**config.mk**
```make
export PLATFORM = sky130hd
export DESIGN_NAME = psoc_audio_dma_flat
export DESIGN_NICKNAME = d
export VERILOG_FILES = /design/src/rtl/psoc_audio_dma_pkg.sv /design/src/rtl/psoc_audio_dma_if.sv /design/src/rtl/psoc_audio_dma.sv /design/src/flat_wrapper.sv
export SDC_FILE = /design/constraint.sdc
export NUM_CORES = 1
export LEC_CHECK = 0
export BUFFER_PORTS_ARGS = -buffer_cell sky130_fd_sc_hd__buf_4
export CORE_MARGIN = 1.5
export CORE_UTILIZATION = 35
export DETAILED_ROUTE_END_ITERATION = 10
export GPL_TIMING_DRIVEN = 0
export HOLD_SLACK_MARGIN = 0.08
export PLACE_DENSITY = 0.65
export SETUP_SLACK_MARGIN = 0.2
export SLEW_MARGIN = 15
export SYNTH_ARGS = -nofsm -noshare
export SYNTH_HDL_FRONTEND = slang
export SYNTH_SLANG_ARGS = --single-unit
```
**constraint.sdc**
```tcl
create_clock -name clk -period 8.3 [get_ports clk]
set_input_delay 1.66 -clock clk [delete_from_list [all_inputs] [get_ports clk]]
set_output_delay 1.66 -clock clk [all_outputs]
set_load 0.005 [all_outputs]
```
**src/rtl/psoc_audio_dma_pkg.sv**
```systemverilog
// psoc_audio_dma_pkg: shared state encoding and sizing constants for the audio sample fetcher
package psoc_audio_dma_pkg;
  typedef enum logic [2:0] {
    S_IDLE, S_FETCH_WAIT, S_REQ_L, S_REQ_R, S_PUSH, S_DONE, S_ERROR
  } state_t;
  localparam int SAMPLE_W = 24;
  localparam int FIFO_W = 48;
  localparam logic [3:0] WB_SEL_ALL = 4'hF;
  localparam logic [31:0] WORD_STRIDE = 32'd4;
endpackage

```
**src/rtl/psoc_audio_dma_if.sv**
```systemverilog
// psoc_audio_dma_if: Wishbone read-master bus between the audio fetcher and memory
// Ports: adr/cyc/stb/we/sel driven by master; dat/ack/err driven by slave.
interface psoc_audio_dma_if;
  logic [31:0] wbm_adr_o;
  logic [31:0] wbm_dat_i;
  logic wbm_cyc_o;
  logic wbm_stb_o;
  logic wbm_we_o;
  logic [3:0] wbm_sel_o;
  logic wbm_ack_i;
  logic wbm_err_i;
  modport master(output wbm_adr_o, wbm_cyc_o, wbm_stb_o, wbm_we_o, wbm_sel_o,
                 input wbm_dat_i, wbm_ack_i, wbm_err_i);
  modport slave(input wbm_adr_o, wbm_cyc_o, wbm_stb_o, wbm_we_o, wbm_sel_o,
                output wbm_dat_i, wbm_ack_i, wbm_err_i);
endinterface

```
**src/rtl/psoc_audio_dma.sv**
```systemverilog
// psoc_audio_dma: Wishbone sample fetcher packing two words per stereo sample into the audio FIFO
// Ports: clk; rst (sync, active-low); enable/loop/base_addr/length config; fifo_full;
//   wbm Wishbone master; audio_data/audio_valid FIFO write; busy/done/error/sample_count status.
import psoc_audio_dma_pkg::*;
module psoc_audio_dma #(
  parameter int LEN_BITS = 16
) (
  input  logic                clk,
  input  logic                rst,
  input  logic                enable,
  input  logic                loop,
  input  logic [31:0]         base_addr,
  input  logic [LEN_BITS-1:0] length,
  input  logic                fifo_full,
  psoc_audio_dma_if.master    wbm,
  output logic [FIFO_W-1:0]   audio_data,
  output logic                audio_valid,
  output logic                busy,
  output logic                done,
  output logic                error,
  output logic [LEN_BITS-1:0] sample_count
);
  state_t state_q, state_d;
  logic [31:0] ptr_q, ptr_d, base_q, base_d, adr_q, adr_d;
  logic [LEN_BITS-1:0] len_q, len_d, cnt_q, cnt_d;
  logic [SAMPLE_W-1:0] left_q, left_d;
  logic [FIFO_W-1:0] data_q, data_d;
  logic cyc_q, cyc_d, valid_q, valid_d, busy_q, busy_d, done_q, done_d, err_q, err_d;
  assign wbm.wbm_adr_o = adr_q;
  assign wbm.wbm_cyc_o = cyc_q;
  assign wbm.wbm_stb_o = cyc_q;
  assign wbm.wbm_we_o = 1'b0;
  assign wbm.wbm_sel_o = WB_SEL_ALL;
  assign audio_data = data_q;
  assign audio_valid = valid_q;
  assign busy = busy_q;
  assign done = done_q;
  assign error = err_q;
  assign sample_count = cnt_q;
  always_ff @(posedge clk) begin
    if (!rst) begin
      state_q <= S_IDLE;
      ptr_q <= '0;
      base_q <= '0;
      len_q <= '0;
      cnt_q <= '0;
      left_q <= '0;
      adr_q <= '0;
      data_q <= '0;
      cyc_q <= 1'b0;
      valid_q <= 1'b0;
      busy_q <= 1'b0;
      done_q <= 1'b0;
      err_q <= 1'b0;
    end else begin
      state_q <= state_d;
      ptr_q <= ptr_d;
      base_q <= base_d;
      len_q <= len_d;
      cnt_q <= cnt_d;
      left_q <= left_d;
      adr_q <= adr_d;
      data_q <= data_d;
      cyc_q <= cyc_d;
      valid_q <= valid_d;
      busy_q <= busy_d;
      done_q <= done_d;
      err_q <= err_d;
    end
  end
  // err takes priority over ack; an abort still waits for the in-flight access to finish
  always_comb begin
    state_d = state_q;
    ptr_d = ptr_q;
    base_d = base_q;
    len_d = len_q;
    cnt_d = cnt_q;
    left_d = left_q;
    case (state_q)
      S_IDLE: if (enable) begin
        base_d = base_addr & ~32'h3;
        ptr_d = base_addr & ~32'h3;
        len_d = length;
        cnt_d = '0;
        state_d = (length == '0) ? S_DONE : S_FETCH_WAIT;
      end
      S_FETCH_WAIT: state_d = !enable ? S_IDLE : (fifo_full ? S_FETCH_WAIT : S_REQ_L);
      S_REQ_L: if (wbm.wbm_err_i) state_d = S_ERROR;
        else if (wbm.wbm_ack_i) begin
          left_d = SAMPLE_W'(wbm.wbm_dat_i);
          ptr_d = ptr_q + WORD_STRIDE;
          state_d = enable ? S_REQ_R : S_IDLE;
        end
      S_REQ_R: if (wbm.wbm_err_i) state_d = S_ERROR;
        else if (wbm.wbm_ack_i) begin
          ptr_d = ptr_q + WORD_STRIDE;
          cnt_d = enable ? cnt_q + 1'b1 : cnt_q;
          state_d = enable ? S_PUSH : S_IDLE;
        end
      S_PUSH: if (cnt_q == len_q && loop && enable) begin
          ptr_d = base_q;
          cnt_d = '0;
          state_d = S_FETCH_WAIT;
        end else state_d = !enable ? S_IDLE : (cnt_q == len_q ? S_DONE : S_FETCH_WAIT);
      S_DONE, S_ERROR: state_d = enable ? state_q : S_IDLE;
      default: state_d = S_IDLE;
    endcase
  end
  // outputs are computed from the next state so they are registered yet line up with it
  always_comb begin
    busy_d = state_d inside {S_FETCH_WAIT, S_REQ_L, S_REQ_R, S_PUSH};
    cyc_d = state_d inside {S_REQ_L, S_REQ_R};
    adr_d = cyc_d ? ptr_d : adr_q;
    valid_d = state_d == S_PUSH;
    done_d = (state_q == S_IDLE && state_d == S_DONE) || (valid_d && cnt_d == len_q);
    data_d = valid_d ? {left_q, SAMPLE_W'(wbm.wbm_dat_i)} : data_q;
    err_d = (state_q == S_IDLE && enable) ? 1'b0 : (err_q || state_d == S_ERROR);
  end
endmodule

```
**src/flat_wrapper.sv**
```systemverilog
// flat-port wrapper written by rule: the top's interface ports become plain ports
module psoc_audio_dma_flat 
#(
  parameter int LEN_BITS = 16
)
  (clk, rst, enable, loop, base_addr, length, fifo_full, audio_data, audio_valid, busy, done, error, sample_count, wbm_wbm_adr_o, wbm_wbm_cyc_o, wbm_wbm_stb_o, wbm_wbm_we_o, wbm_wbm_sel_o, wbm_wbm_dat_i, wbm_wbm_ack_i, wbm_wbm_err_i);
  psoc_audio_dma_if wbm_i ();
  input  logic clk;
  input  logic rst;
  input  logic enable;
  input  logic loop;
  input  logic [31:0] base_addr;
  input  logic [LEN_BITS-1:0] length;
  input  logic fifo_full;
  output logic [FIFO_W-1:0] audio_data;
  output logic audio_valid;
  output logic busy;
  output logic done;
  output logic error;
  output logic [LEN_BITS-1:0] sample_count;
  output wire logic [$bits(wbm_i.wbm_adr_o)-1:0] wbm_wbm_adr_o;
  output wire logic [$bits(wbm_i.wbm_cyc_o)-1:0] wbm_wbm_cyc_o;
  output wire logic [$bits(wbm_i.wbm_stb_o)-1:0] wbm_wbm_stb_o;
  output wire logic [$bits(wbm_i.wbm_we_o)-1:0] wbm_wbm_we_o;
  output wire logic [$bits(wbm_i.wbm_sel_o)-1:0] wbm_wbm_sel_o;
  input wire logic [$bits(wbm_i.wbm_dat_i)-1:0] wbm_wbm_dat_i;
  input wire logic [$bits(wbm_i.wbm_ack_i)-1:0] wbm_wbm_ack_i;
  input wire logic [$bits(wbm_i.wbm_err_i)-1:0] wbm_wbm_err_i;
  assign wbm_wbm_adr_o = wbm_i.wbm_adr_o;
  assign wbm_wbm_cyc_o = wbm_i.wbm_cyc_o;
  assign wbm_wbm_stb_o = wbm_i.wbm_stb_o;
  assign wbm_wbm_we_o = wbm_i.wbm_we_o;
  assign wbm_wbm_sel_o = wbm_i.wbm_sel_o;
  assign wbm_i.wbm_dat_i = wbm_wbm_dat_i;
  assign wbm_i.wbm_ack_i = wbm_wbm_ack_i;
  assign wbm_i.wbm_err_i = wbm_wbm_err_i;
  psoc_audio_dma #(.LEN_BITS(LEN_BITS)) u_core (.clk(clk), .rst(rst), .enable(enable), .loop(loop), .base_addr(base_addr), .length(length), .fifo_full(fifo_full), .wbm(wbm_i), .audio_data(audio_data), .audio_valid(audio_valid), .busy(busy), .done(done), .error(error), .sample_count(sample_count));
endmodule
```
==> results of run 1 <==
## synth_stat cells, drive strengths merged (4+ instances only)
library cell / number
a211oi: 21
a21boi: 4
a21oi: 170
a221oi: 16
a311oi: 4
a31oi: 10
and2: 14
and3: 16
and4: 7
buf: 37
clkbuf: 59
dfxtp: 206
inv: 16
mux2i: 8
nand2: 323
nand2b: 9
nand3: 41
nand3b: 4
nand4: 22
nand4b: 4
nor2: 94
nor2b: 11
nor3: 24
nor4: 15
o21a: 5
o21ai: 39
o22ai: 4
o311ai: 4
o31ai: 12
o41ai: 4
or4: 4
xnor2: 20
xor2: 8
## cell type report
type | count | area (µm²) | area share, %
inverter | 16 | 60.1 | 0.485
timing repair buffer | 177 | 1330 | 10.7
sequential | 206 | 4120 | 33.3
clock inverter | 10 | 96.3 | 0.778
clock buffer | 31 | 667 | 5.38
buffer | 96 | 460 | 3.72
multi-input combinational | 974 | 5180 | 41.8
tap | 378 | 473 | 3.82
## through the flow
stage | hold slack (ps) | instances | instance area, µm² | util [%] | worst slack, ps
finish | 450 | 1888 | 12400 | 44.7 | 3820
global placement | 438 | 1847 | 11600 | 42.0 | 3340
floorplan | 432 | 1292 | 9830 | - | 4540
global route | 463 | 1888 | 12400 | 44.7 | 3690
detailed placement | 444 | 1847 | 11600 | 42.0 | 3410
CTS | 454 | 1888 | 12400 | 44.7 | 3950
## cell usage in the layout (no fill, tap or decap), types with 10 or more instances in the layout
master | synthesis | layout
a21oi_1 | 170 | 170
inv_1 | 15 | 15
o31ai_1 | 12 | 12
clkbuf_16 | 0 | 24
nor3_1 | 23 | 23
nor4_1 | 14 | 14
and3_1 | 16 | 16
nand2_1 | 323 | 323
buf_2 | 17 | 17
a211oi_1 | 21 | 21
nor2b_1 | 11 | 11
nor2_1 | 92 | 92
and2_1 | 13 | 13
o21ai_0 | 34 | 34
dfxtp_1 | 206 | 206
a31oi_1 | 10 | 10
nand4_1 | 21 | 21
nand3_1 | 41 | 41
buf_4 | 9 | 186
clkbuf_1 | 59 | 62
xnor2_1 | 20 | 20
a221oi_1 | 16 | 16
## kinds of logic (layout without fill, tap and decap cells)
family | after synthesis | in the layout
and+or+nand+nor | 601 | 601
adders and majority gates | 3 | 3
buffers and inverters | 112 | 330
muxes | 8 | 8
xor gates and xnor gates | 28 | 28
AOI/OAI and AO/OA | 329 | 329
other | 2 | 5
DFF | 206 | 206
## metal layers
layer | up-vias | global-route usage [%] | routed length (µm)
li1 | 4919 | - | -
met1 | 4808 | 32.5 | 15400
met2 | 450 | 40.4 | 16400
met3 | 70 | 5.91 | 3390
met4 | 0 | 7.62 | 996
met5 | - | 0 | 0
## power by group
part | total (mW) | internal [mW] | switching (mW) | leakage [nW]
combinational | 0.289 | 0.111 | 0.178 | 2.74
clock | 1.03 | 0.599 | 0.429 | 0.378
sequential | 1.06 | 1.03 | 0.0351 | 1.67
total | 2.38 | 1.74 | 0.642 | 4.79
## final timing paths
check / startpoint / depth (start not counted) / endpoint
setup / recovery: enable / 10 / u_core.audio_data[44]
hold / removal: u_core.left_q[15] / 2 / u_core.audio_data[39]
setup reg to reg: u_core.state_q[1] / 10 / u_core.audio_data[44]
hold reg to reg: u_core.left_q[15] / 2 / u_core.audio_data[39]
## registers in the layout, summed over array words and instances, names as in the netlist
| signal | cells |
|---|---|
| u_core.wbm.wbm_adr_o | 32 |
| u_core.state_q | 3 |
| u_core.done | 1 |
| u_core.audio_data | 48 |
| u_core.base_q | 30 |
| u_core.audio_valid | 1 |
| u_core.sample_count | 16 |
| u_core.len_q | 16 |
| u_core.wbm.wbm_cyc_o | 1 |
| u_core.ptr_q | 32 |
| u_core.error | 1 |
| u_core.busy | 1 |
| u_core.left_q | 24 |
## critical path, stage by stage
cell      delay, ps
buf_2           210
nor4b_2        1000
nand3_1         260
o21ai_0         210
a21oi_1         130
a21oi_1         340
clkbuf_1        550
buf_2           350
nand2_1          80
a21oi_1         120
==> flow_summary.toml, run 1 <==
[outcome]
status = "finished clean"

[run]
maxCapViolCount = 0

[final_layout]
nets = 1585
drive_above_1_share_pct = 17.4
diodes = 0
syn_to_final_growth_pct = 26.2
fill_cells = 2825

[placement]
place.gp.congestion = 0.915
hpwlAfterDp_mm = 27.1
portBuffers = 177

[clock_network]
cts_made_buffers = 24
htreeDepth = 1
cts_setup_buffers = 0
hold_buffers = 0
insertion_delay_ps = 530
cts_root_buffer = "clkbuf_16"
cts_buffer_depth = 3
clkSinkCount = 206
cts_tree = "done"
post_cts_resized = 0
clkSlewWorstSetupHoldPaths_ps = 60

[floorplan]
design.portCount = 194
die_h_um = 170
row_count = 61
fp.dieW_um = 170
coreArea_um2 = 27700
dieArea_um2 = 29100
start_util_pct = 35.4

[global_route]
grt_pass1_vias = 9773
grt_antenna_before_repair = 0
grt-ovfl-total = 0
grt_pass1_wl_mm = 56.0
grt_max_degree = 14
track_usage_pct = 24.9

[timing]
maxSlewHeadroom_pct = 19.8
timing.fmax_ghz = 0.223
rsz0062_at_grt = "false"
maxSlewViolCount = 0
worst_pin_slew_ps = 1200
finalSetupViolCount = 0
skew_ps = 22.3
layout_worst_path_cycle_share_pct = 54.0
min_period_ps = 4480
tns_ps = 0
hold_violations = 0

[synthesis]
netlist_instances = 1289
synth_compound_area_share_pct = 20.8
synth_area_leaders = "dfxtp_1 42%, nand2_1 12%, a21oi_1 8.7%"
synth_cell_types = 79
muxShareOfSynthArea_pct = 0.816
synth_top_family_by_area = "simple AND/OR/NAND/NOR gates"
synth_seq_area_share_pct = 42.0
synthFlopType = "dfxtp_1"
synth-edff-count = 0
synth_area_um2 = 9810
synthSimpleGateAreaFrac_pct = 28.1
synth_xor_area_share_pct = 2.50
yosysTopAreaCell = "dfxtp_1"
yosysWarningCount = 0
synth_top_area_share_pct = 42.0
ys_seq_elements = 206
postSynth.asyncResetShare_pct = 0
synth_fa_ha_area_share_pct = 0.382
synth.avg_cell_area_um2 = 7.61

[hold_path]
worstHoldPathType = "reg2reg"

[worst_setup_path]
cp-end-kind = "register"
crit_arrival_ps = 4940
start_kind = "input pin"
r2r_slack_ps = 4700
crit_path_max_fanout = 10
required_ps = 8760
path_class = "in2reg"

[detailed_routing]
ant_nets = 0
drc = 0
wl_per_cell_um = 19.2
viasPerCell = 5.43
drt_iter0_markers = 886
first_pass_iters = 5
num_vias = 10200
routed_wl_mm = 36.2

[power_and_ir_drop]
irDropWorstVdd_uv = 137
p_leak_nw = 4.79
power_density_nw_per_um2 = 192
totalPowerFinal_mw = 2.38
Power figures use the tool's default switching activity.
==> run 2: changes to the inputs <==
ABC_AREA = 1   (was default)
clock period = 4.55 ns   (was 8.3 ns; I/O delays follow)
==> flow_summary.toml, run 2 <==
[outcome]
status = "finished clean"

[global_route]
grt_antenna_before_repair = 0
grt-ovfl-total = 0
track_usage_pct = 23.3
grt_pass1_vias = 9971
grt_pass1_wl_mm = 53.4
grt_max_degree = 15

[timing]
tns_ps = 0
maxSlewHeadroom_pct = 44.9
maxSlewViolCount = 0
hold_violations = 0
finalSetupViolCount = 0
rsz0062_at_grt = "false"
timing.fmax_ghz = 0.342
worst_pin_slew_ps = 827
layout_worst_path_cycle_share_pct = 64.3
postLayoutSetupSlackWorst_ps = 1620
skew_ps = 14.0
min_period_ps = 2930

[synthesis]
synth_seq_area_share_pct = 41.3
synth-edff-count = 0
synth_commonest_cells = "281 x nand2_1, 247 x nor2_1, 206 x dfxtp_1"
synth.avg_cell_area_um2 = 6.82
ys_seq_elements = 206
yosysMostFrequentCell = "nand2_1"
synthFlopType = "dfxtp_1"
synth_cell_types = 48
netlist_instances = 1465
yosysTopAreaCell = "dfxtp_1"
synth_top_area_share_pct = 41.3
postSynth.asyncResetShare_pct = 0
yosysWarningCount = 0
synth_area_leaders = "dfxtp_1 41%, nand2_1 11%, nor2_1 9.3%"
synth_area_um2 = 9990

[final_layout]
nets = 1761
diodes = 0
final_cell_mix = "281 x nand2_1, 247 x nor2_1, 206 x dfxtp_1, 189 x buf_4, 151 x o21ai_0"
largest_register_ffs = 48
syn_to_final_growth_pct = 26.6
final_area_um2 = 12600
final_common_cell = "nand2_1"
drive_above_1_share_pct = 16.9

[detailed_routing]
viasPerCell = 5.09
ant_nets = 0
num_vias = 10500
first_pass_iters = 5
wl_per_cell_um = 16.8
drt_iter0_markers = 969
routed_wl_mm = 34.6
drc = 0

[floorplan]
coreArea_um2 = 27900
die_h_um = 172
fp.dieW_um = 172
design.portCount = 194
start_util_pct = 35.8
row_count = 61
dieArea_um2 = 29600

[hold_path]
worstHoldPathType = "reg2reg"
min_delay_path_depth = 2

[power_and_ir_drop]
p_comb_share_pct = 12.5
power_density_nw_per_um2 = 362
p_leak_nw = 5.54
power.switching_mw = 1.23
irDropWorstVdd_uv = 284
pwr-share-clk_pct = 44.7
swShare_pct = 27.0
p_int_mw = 3.34
p_seq_share_pct = 42.8

[clock_network]
cts_root_buffer = "clkbuf_16"
cts_tree = "done"
clkSinkCount = 206
cts_setup_buffers = 0
hold_buffers = 0
post_cts_resized = 0
cts_buffer_depth = 3
cts_made_buffers = 24
clkSlewWorstSetupHoldPaths_ps = 60
insertion_delay_ps = 520
htreeDepth = 1

[placement]
portBuffers = 177
hpwlAfterDp_mm = 26.3
place_ws_ps = 1290
place.gp.congestion = 0.969
placed_cell_area_um2 = 11800

[worst_setup_path]
start_kind = "register"
cp-end-kind = "register"
crit_path_max_fanout = 10
r2r_slack_ps = 1620
required_ps = 5010
path_class = "reg2reg"
ff2ff_path_depth = 12
crit_arrival_ps = 3390

[run]
maxCapViolCount = 0
## run 2: cell types whose count changed in the layout (fill, tap and decap cells not counted), sizes merged, moves of 37 or more
cell / delta
inv: +127
a21oi: -69
nand3: +42
nand2: -37
o21ai: +122
nor2: +162
## run 2: final timing paths
check / startpoint / endpoint
setup / recovery: u_core.state_q[0] / u_core.wbm.wbm_adr_o[23]
hold / removal: u_core.base_q[15] / u_core.base_q[15]
setup reg to reg: u_core.state_q[0] / u_core.wbm.wbm_adr_o[23]
hold reg to reg: u_core.base_q[15] / u_core.base_q[15]
## run 2: worst max-delay path: stages (launching register included)
cell and delay [ps]:
dfxtp_1 350, nor2_1 300, inv_1 250, nor2_2 210
nand2_1 190, clkinv_1 260, clkbuf_1 620, nand2_1 280
nand3_1 160, nand2_1 80, nand3_1 90, nand2_1 50
inv_1 40
## run 2: power groups by stage
| stage | Combinational [mW] | Sequential, mW | Clock, mW |
|---|---|---|---|
| 5_1_grt | 0.632 | 1.97 | 2.14 |
| 6_report | 0.571 | 1.96 | 2.05 |
| 2_1_floorplan | 0.324 | 1.98 | 0 |
| 3_5_place_dp | 0.563 | 1.99 | 0 |
| 4_1_cts | 0.566 | 1.95 | 2.08 |
| 3_3_place_gp | 0.559 | 1.99 | 0 |
## run 2: kinds of logic (layout without fill, tap and decap cells)
group | Yosys count | in the layout | share of synthesized area (%)
AND/OR/NAND/NOR | 692 | 692 | 29.4
AO/OA/AOI/OAI | 326 | 326 | 18.1
buffers and inverters | 222 | 443 | 9.56
flip-flops | 206 | 206 | 41.3
XOR/XNOR | 14 | 14 | 1.23
adder cells (fa/ha/maj) | 3 | 3 | 0.376
other | 2 | 5 | 0.0752
## run 2: area by class of cell
| cell class | instances | area (µm²) |
|---|---|---|
| repair buffers | 177 | 1330 |
| multi-input cells | 1040 | 4920 |
| clock inverters | 15 | 173 |
| well taps | 378 | 473 |
| plain buffers | 77 | 410 |
| inverters | 145 | 544 |
| flip-flops and latches | 206 | 4120 |
| clock buffers | 29 | 671 |
| fillers | 2941 | 15300 |
## run 2: metrics by stage
stage | utilization (%) | std cells | power, mW | hold slack, ps
final | 45.3 | 2067 | 4.57 | 463
after detailed placement | 42.2 | 2023 | 2.56 | 454
after global routing | 45.3 | 2067 | 4.74 | 473
after floorplan | - | 1468 | 2.30 | 442
after CTS | 45.3 | 2067 | 4.60 | 463
after global placement | 42.2 | 2023 | 2.55 | 450
## run 2: metal layers
metal | share of wire, % | GRT usage, % | vias to the layer above
met5 | 0 | 0 | -
met4 | 4.2 | 9.72 | 0
met3 | 8.1 | 3.71 | 84
met2 | 44 | 37.5 | 428
met1 | 43 | 31.1 | 4814
li1 | - | - | 5205
